`src/rtl/addsub_rr_scheduler.sv`:
```
// Round-robin scheduler that shares one signed add/sub unit between NREQ requesters.
// Each result returns on a single response channel, tagged with the requester index.
module addsub_rr_scheduler #(
  parameter int unsigned n    = 4,
  parameter int unsigned NREQ = 4,
  localparam int unsigned IDW = $clog2(NREQ)
) (
  input  logic              clk,
  input  logic              rst_n,
  input  logic [NREQ-1:0]   req_valid,
  output logic [NREQ-1:0]   req_ready,
  input  logic [NREQ*n-1:0] req_a,
  input  logic [NREQ*n-1:0] req_b,
  input  logic [NREQ-1:0]   req_sel,
  output logic              rsp_valid,
  input  logic              rsp_ready,
  output logic [IDW-1:0]    rsp_id,
  output logic [n:0]        rsp_ans,
  output logic              busy
);

  localparam logic [1:0] StIdle = 2'd0;
  localparam logic [1:0] StExec = 2'd1;
  localparam logic [1:0] StResp = 2'd2;

  logic [1:0]     state_q, state_d;
  logic [IDW-1:0] last_grant_q, last_grant_d;
  logic [IDW-1:0] gid_q, gid_d;
  logic [n-1:0]   a_q, a_d, b_q, b_d;
  logic           sel_q, sel_d;
  logic           rsp_valid_q, rsp_valid_d;
  logic [IDW-1:0] rsp_id_q, rsp_id_d;
  logic [n:0]     rsp_ans_q, rsp_ans_d;
  logic [n:0]     ans;
  logic           grant_found;
  logic [IDW-1:0] grant_idx;

  // Search starts just after the last grant, so the previous winner is checked last.
  always_comb begin
    grant_found = 1'b0;
    grant_idx   = '0;
    for (int k = 1; k <= int'(NREQ); k++) begin
      if (!grant_found && req_valid[(int'(last_grant_q) + k) % int'(NREQ)]) begin
        grant_found = 1'b1;
        grant_idx   = IDW'((int'(last_grant_q) + k) % int'(NREQ));
      end
    end
  end

  // Sign-extend before the operation so the n+1 bit result never wraps.
  always_comb begin
    if (sel_q) ans = {a_q[n-1], a_q} + {b_q[n-1], b_q};
    else       ans = {a_q[n-1], a_q} - {b_q[n-1], b_q};
  end

  always_comb begin
    req_ready = '0;
    if (rst_n && state_q == StIdle && grant_found) req_ready[grant_idx] = 1'b1;
  end

  always_comb begin
    state_d      = state_q;
    last_grant_d = last_grant_q;
    gid_d        = gid_q;
    a_d          = a_q;
    b_d          = b_q;
    sel_d        = sel_q;
    rsp_valid_d  = rsp_valid_q;
    rsp_id_d     = rsp_id_q;
    rsp_ans_d    = rsp_ans_q;
    case (state_q)
      StIdle: begin
        if (grant_found) begin
          a_d          = req_a[grant_idx*n +: n];
          b_d          = req_b[grant_idx*n +: n];
          sel_d        = req_sel[grant_idx];
          gid_d        = grant_idx;
          last_grant_d = grant_idx;
          state_d      = StExec;
        end
      end
      StExec: begin
        rsp_ans_d   = ans;
        rsp_id_d    = gid_q;
        rsp_valid_d = 1'b1;
        state_d     = StResp;
      end
      StResp: begin
        if (rsp_ready) begin
          rsp_valid_d = 1'b0;
          state_d     = StIdle;
        end
      end
      default: begin
        rsp_valid_d = 1'b0;
        state_d     = StIdle;
      end
    endcase
  end

  always_ff @(posedge clk) begin
    if (!rst_n) begin
      state_q      <= StIdle;
      last_grant_q <= IDW'(NREQ - 1);
      gid_q        <= '0;
      a_q          <= '0;
      b_q          <= '0;
      sel_q        <= 1'b0;
      rsp_valid_q  <= 1'b0;
      rsp_id_q     <= '0;
      rsp_ans_q    <= '0;
    end else begin
      state_q      <= state_d;
      last_grant_q <= last_grant_d;
      gid_q        <= gid_d;
      a_q          <= a_d;
      b_q          <= b_d;
      sel_q        <= sel_d;
      rsp_valid_q  <= rsp_valid_d;
      rsp_id_q     <= rsp_id_d;
      rsp_ans_q    <= rsp_ans_d;
    end
  end

  assign rsp_valid = rsp_valid_q;
  assign rsp_id    = rsp_id_q;
  assign rsp_ans   = rsp_ans_q;
  assign busy      = (state_q != StIdle);

endmodule

```
`config.mk`:
```
export PLATFORM = sky130hd
export DESIGN_NAME = addsub_rr_scheduler
export DESIGN_NICKNAME = d
export VERILOG_FILES = /design/src/rtl/addsub_rr_scheduler.sv
export SDC_FILE = /design/constraint.sdc
export NUM_CORES = 1
export LEC_CHECK = 0
export ABC_CLOCK_PERIOD_IN_PS = 2950
export CORE_MARGIN = 1.5
export CORE_UTILIZATION = 40
export CTS_CLUSTER_DIAMETER = 200
export DETAILED_ROUTE_END_ITERATION = 12
export PLACE_DENSITY = 0.8
export SLEW_MARGIN = 20
export SYNTH_ARGS = -nofsm -noshare
export SYNTH_HDL_FRONTEND = slang
export SYNTH_SLANG_ARGS = --single-unit
```
`constraint.sdc`:
```
create_clock -name clk -period 2.95 [get_ports clk]
set_clock_uncertainty 0.1 [all_clocks]
set_input_delay 0.59 -clock clk [delete_from_list [all_inputs] [get_ports clk]]
set_output_delay 0.59 -clock clk [all_outputs]
set_load 0.02 [all_outputs]
```
==> summary.md <==
| Metric | Value |
|---|---|
| Status | complete, no violations |
| WL final | 3170 µm |
| Final Hold Fails | 0 |
| Final Cycle Share | 0.969 |
| Drt drc | 0 |
| Power Dens Cells | 489 nW/µm² |
| Yosys cell types | 36 |
| DRT Pass-1 Iters | 4 |
| Clock power share | 0.137 |
| GRT Util Overall | 0.176 |
| Sequential power share | 0.386 |
| Worst vdd ir | 0.219 mV |
| Endpoint type of the worst setup path | primary output |
| Worst EP required | 2.26 ns |
| EDFF count, synth | 0 |
| Reg area | 460 µm² |
| Via count | 1,319 |
| DP Area | 2070 µm² |
| Synthesis-to-finish area growth | 48.3% |
| Layout cell share with drive strength beyond 1 | 0.160 |
| Port bufs | 55 |
| WL/cell | 12.2 µm |
| Fmax | 350 MHz |
| Final setup vio count | 0 |
| Sw frac | 0.338 |
| Hold Path Class | flop to flop |
| Startpoint types | input port |
| Initial DRC count | 29 |
| Util after Layout | 0.624 |
| Max-slew headroom | 0.715 |
| Antenna violations before repair | 0 |
| Die area | 3900 µm² |
| Leakage dissipation | 0.865 nW |
| IO Count | 56 |
| Clock root buffer | clkbuf_4 |
| Vias in the first global route | 1,375 |
| Fillers | 303 |
| Slew Limit Fails | 0 |
| Nets | 263 |
| Kind of critical path | input port to primary output |
| Largest cells by area after synthesis | dfxtp_1, mux4_2, nand2_1 |
| Placeable core area | 3360 µm² |
| Post-Synthesis Cells | 149 |
| Synthesis-stage register bit count | 23 |
| Syn avg cell area | 9.50 µm² |
| Top FF cell, synth | dfxtp_1 |
| Syn nets | 198 |
| First-pass GRT wire length | 5640 µm |
| Internal | 0.679 mW |
| WP data arrival | 2.17 ns |
| Worst slew pin tran | 0.427 ns |
| Number of nets with antenna violations after routing | 0 |
| Seq/Total Area, Yosys | 0.325 |
| Worst-path clk slew | 0.11 ns |
| Diode count | 0 |
| Congestion Overflow GR | 0 |
| Most frequent cells after synthesis | nand2_1, dfxtp_1, o2bb2ai_1 |
| Largest net degree at the start of global routing | 24 |
| Die X | 62.5 µm |
| Routability cong. | 0.877 |
| Synth area leader | dfxtp_1 |
| Ys Warns | 0 |
| Clk Latency, worst-skew pair | 0.31 ns |
| Crit path max fanout | 4 |
| CTS tree | done |
| RSZ-0062 raised after global routing | no |
| Post-synth top area share | 0.325 |
| Multi-input logic area | 893 µm² |
| Top-count cell post-synth | nand2_1 |
| H-tree depth | 1 |
| Cell row count | 21 |
| Num Clock Sinks | 23 |
| DPL Wire Length | 2560 µm |
| CTS max path bufs | 2 |
| Max Cap Viol | 0 |
| Initial Util | 0.421 |
| DR vias/cell | 5.09 |
| Crit path time final | 2.86 ns |
| Post-Syn Area | 1420 µm² |
| TritonCTS buffer count | 3 |
| Sw power | 0.346 mW |
| Logic pwr share | 0.477 |
| Die extent in y | 62.5 µm |
| Post-route cell area | 2100 µm² |
| FFs w/ async S/R, synth | 0 |
[layer usage]
metal | part of all wire | track usage | vias to the layer above
li1 | - | - | 662
met2 | 0.51 | 0.312 | 53
met5 | 0 | 0 | -
met4 | 0.033 | 0.108 | 0
met1 | 0.41 | 0.205 | 594
met3 | 0.044 | 0.0162 | 10
[power by group through the flow]
| stage | Sequential (mW) | Combinational (mW) | Clock (mW) |
|---|---|---|---|
| 2_1_floorplan | 0.413 | 0.302 | 0 |
| 3_3_place_gp | 0.400 | 0.467 | 0 |
| 3_5_place_dp | 0.403 | 0.485 | 0 |
| 4_1_cts | 0.396 | 0.488 | 0.145 |
| 5_1_grt | 0.403 | 0.543 | 0.155 |
| 6_report | 0.396 | 0.489 | 0.141 |
[cells by family (layout without fill, tap and decap cells)]
kind of cell	count (synthesis)	in the layout	share of synthesized area
buffers and inverters	16	80	0.0557
AND/OR/NAND/NOR	52	52	0.178
AO/OA/AOI/OAI	37	37	0.195
XOR/XNOR	5	5	0.0310
multiplexers	10	10	0.156
flip-flops	23	23	0.325
adder cells (fa/ha/maj)	6	6	0.0584
[sequential cells by signal (all words and copies together), names as in the netlist]
name / cells
rsp_id: 2
rsp_ans: 5
last_grant_q: 2
sel_q: 1
rsp_valid: 1
gid_q: 2
a_q: 4
state_q: 2
b_q: 4
[final timing paths]
kind                           start                      end  slack (ns)  depth (start not counted)
min          rsp_ans[2]$_SDFFE_PN0P_  rsp_ans[2]$_SDFFE_PN0P_        0.37                          2
max                     req_valid[2]             req_ready[1]        0.09                          6
max reg2reg      b_q[0]$_SDFFE_PN0P_  rsp_ans[3]$_SDFFE_PN0P_        0.67                          9
min reg2reg  rsp_ans[2]$_SDFFE_PN0P_  rsp_ans[2]$_SDFFE_PN0P_        0.37                          2
[cells in the final DEF, fill, tap and decap left out, types with 2 or more instances in the layout]
cell             instances
xor2_1                   3
mux4_2                   7
clkdlybuf4s50_1         50
dfxtp_1                 23
a21boi_0                 5
clkbuf_4                 3
and2_1                   2
o211a_1                  2
xnor2_1                  2
nor2_1                   8
nand2_1                 24
o2bb2ai_1                9
inv_1                    8
o21ai_0                  7
clkbuf_2                 2
ha_1                     5
a21o_1                   3
nor3_1                   2
nand2b_1                 3
nand3_1                  3
a21oi_1                  7
buf_4                   12
mux4_1                   2
nor2b_1                  3
or2_2                    2
[layout make-up]
class,instances,share of cell area
clock buffers,4,0.0125
inverters,9,0.0161
multi-input cells,110,0.426
flip-flops and latches,23,0.219
well taps,46,0.0274
repair buffers,67,0.299
[what timing repair did]
action	in CTS	in global routing
resized for setup	10	6
gates cloned	0	0
setup buffers	0	0
pin swaps	0	1
endpoints found under the setup margin	4	4
hold buffers	0	0
[critical path, stage by stage]
cell,delay [ns]
clkdlybuf4s50_1,0.46
buf_4,0.17
nor3_2,0.34
a21oi_4,0.07
nor3_1,0.19
dlygate4sd2_1,0.36
[per-stage QoR]
stage / hold WS [ns] / cells / TNS [ns] / setup WS, ns / power (mW)
3_5_place_dp: 0.360 / 255 / -1.04 / -0.396 / 0.887
2_1_floorplan: 0.338 / 149 / 0 / 0.357 / 0.715
6_report: 0.368 / 259 / 0 / 0.0918 / 1.03
3_3_place_gp: 0.351 / 255 / -0.752 / -0.258 / 0.867
4_1_cts: 0.374 / 259 / 0 / 0.0175 / 1.03
5_1_grt: 0.403 / 259 / 0 / 0.00921 / 1.10
Note: power is estimated with default switching activity, not from simulation.
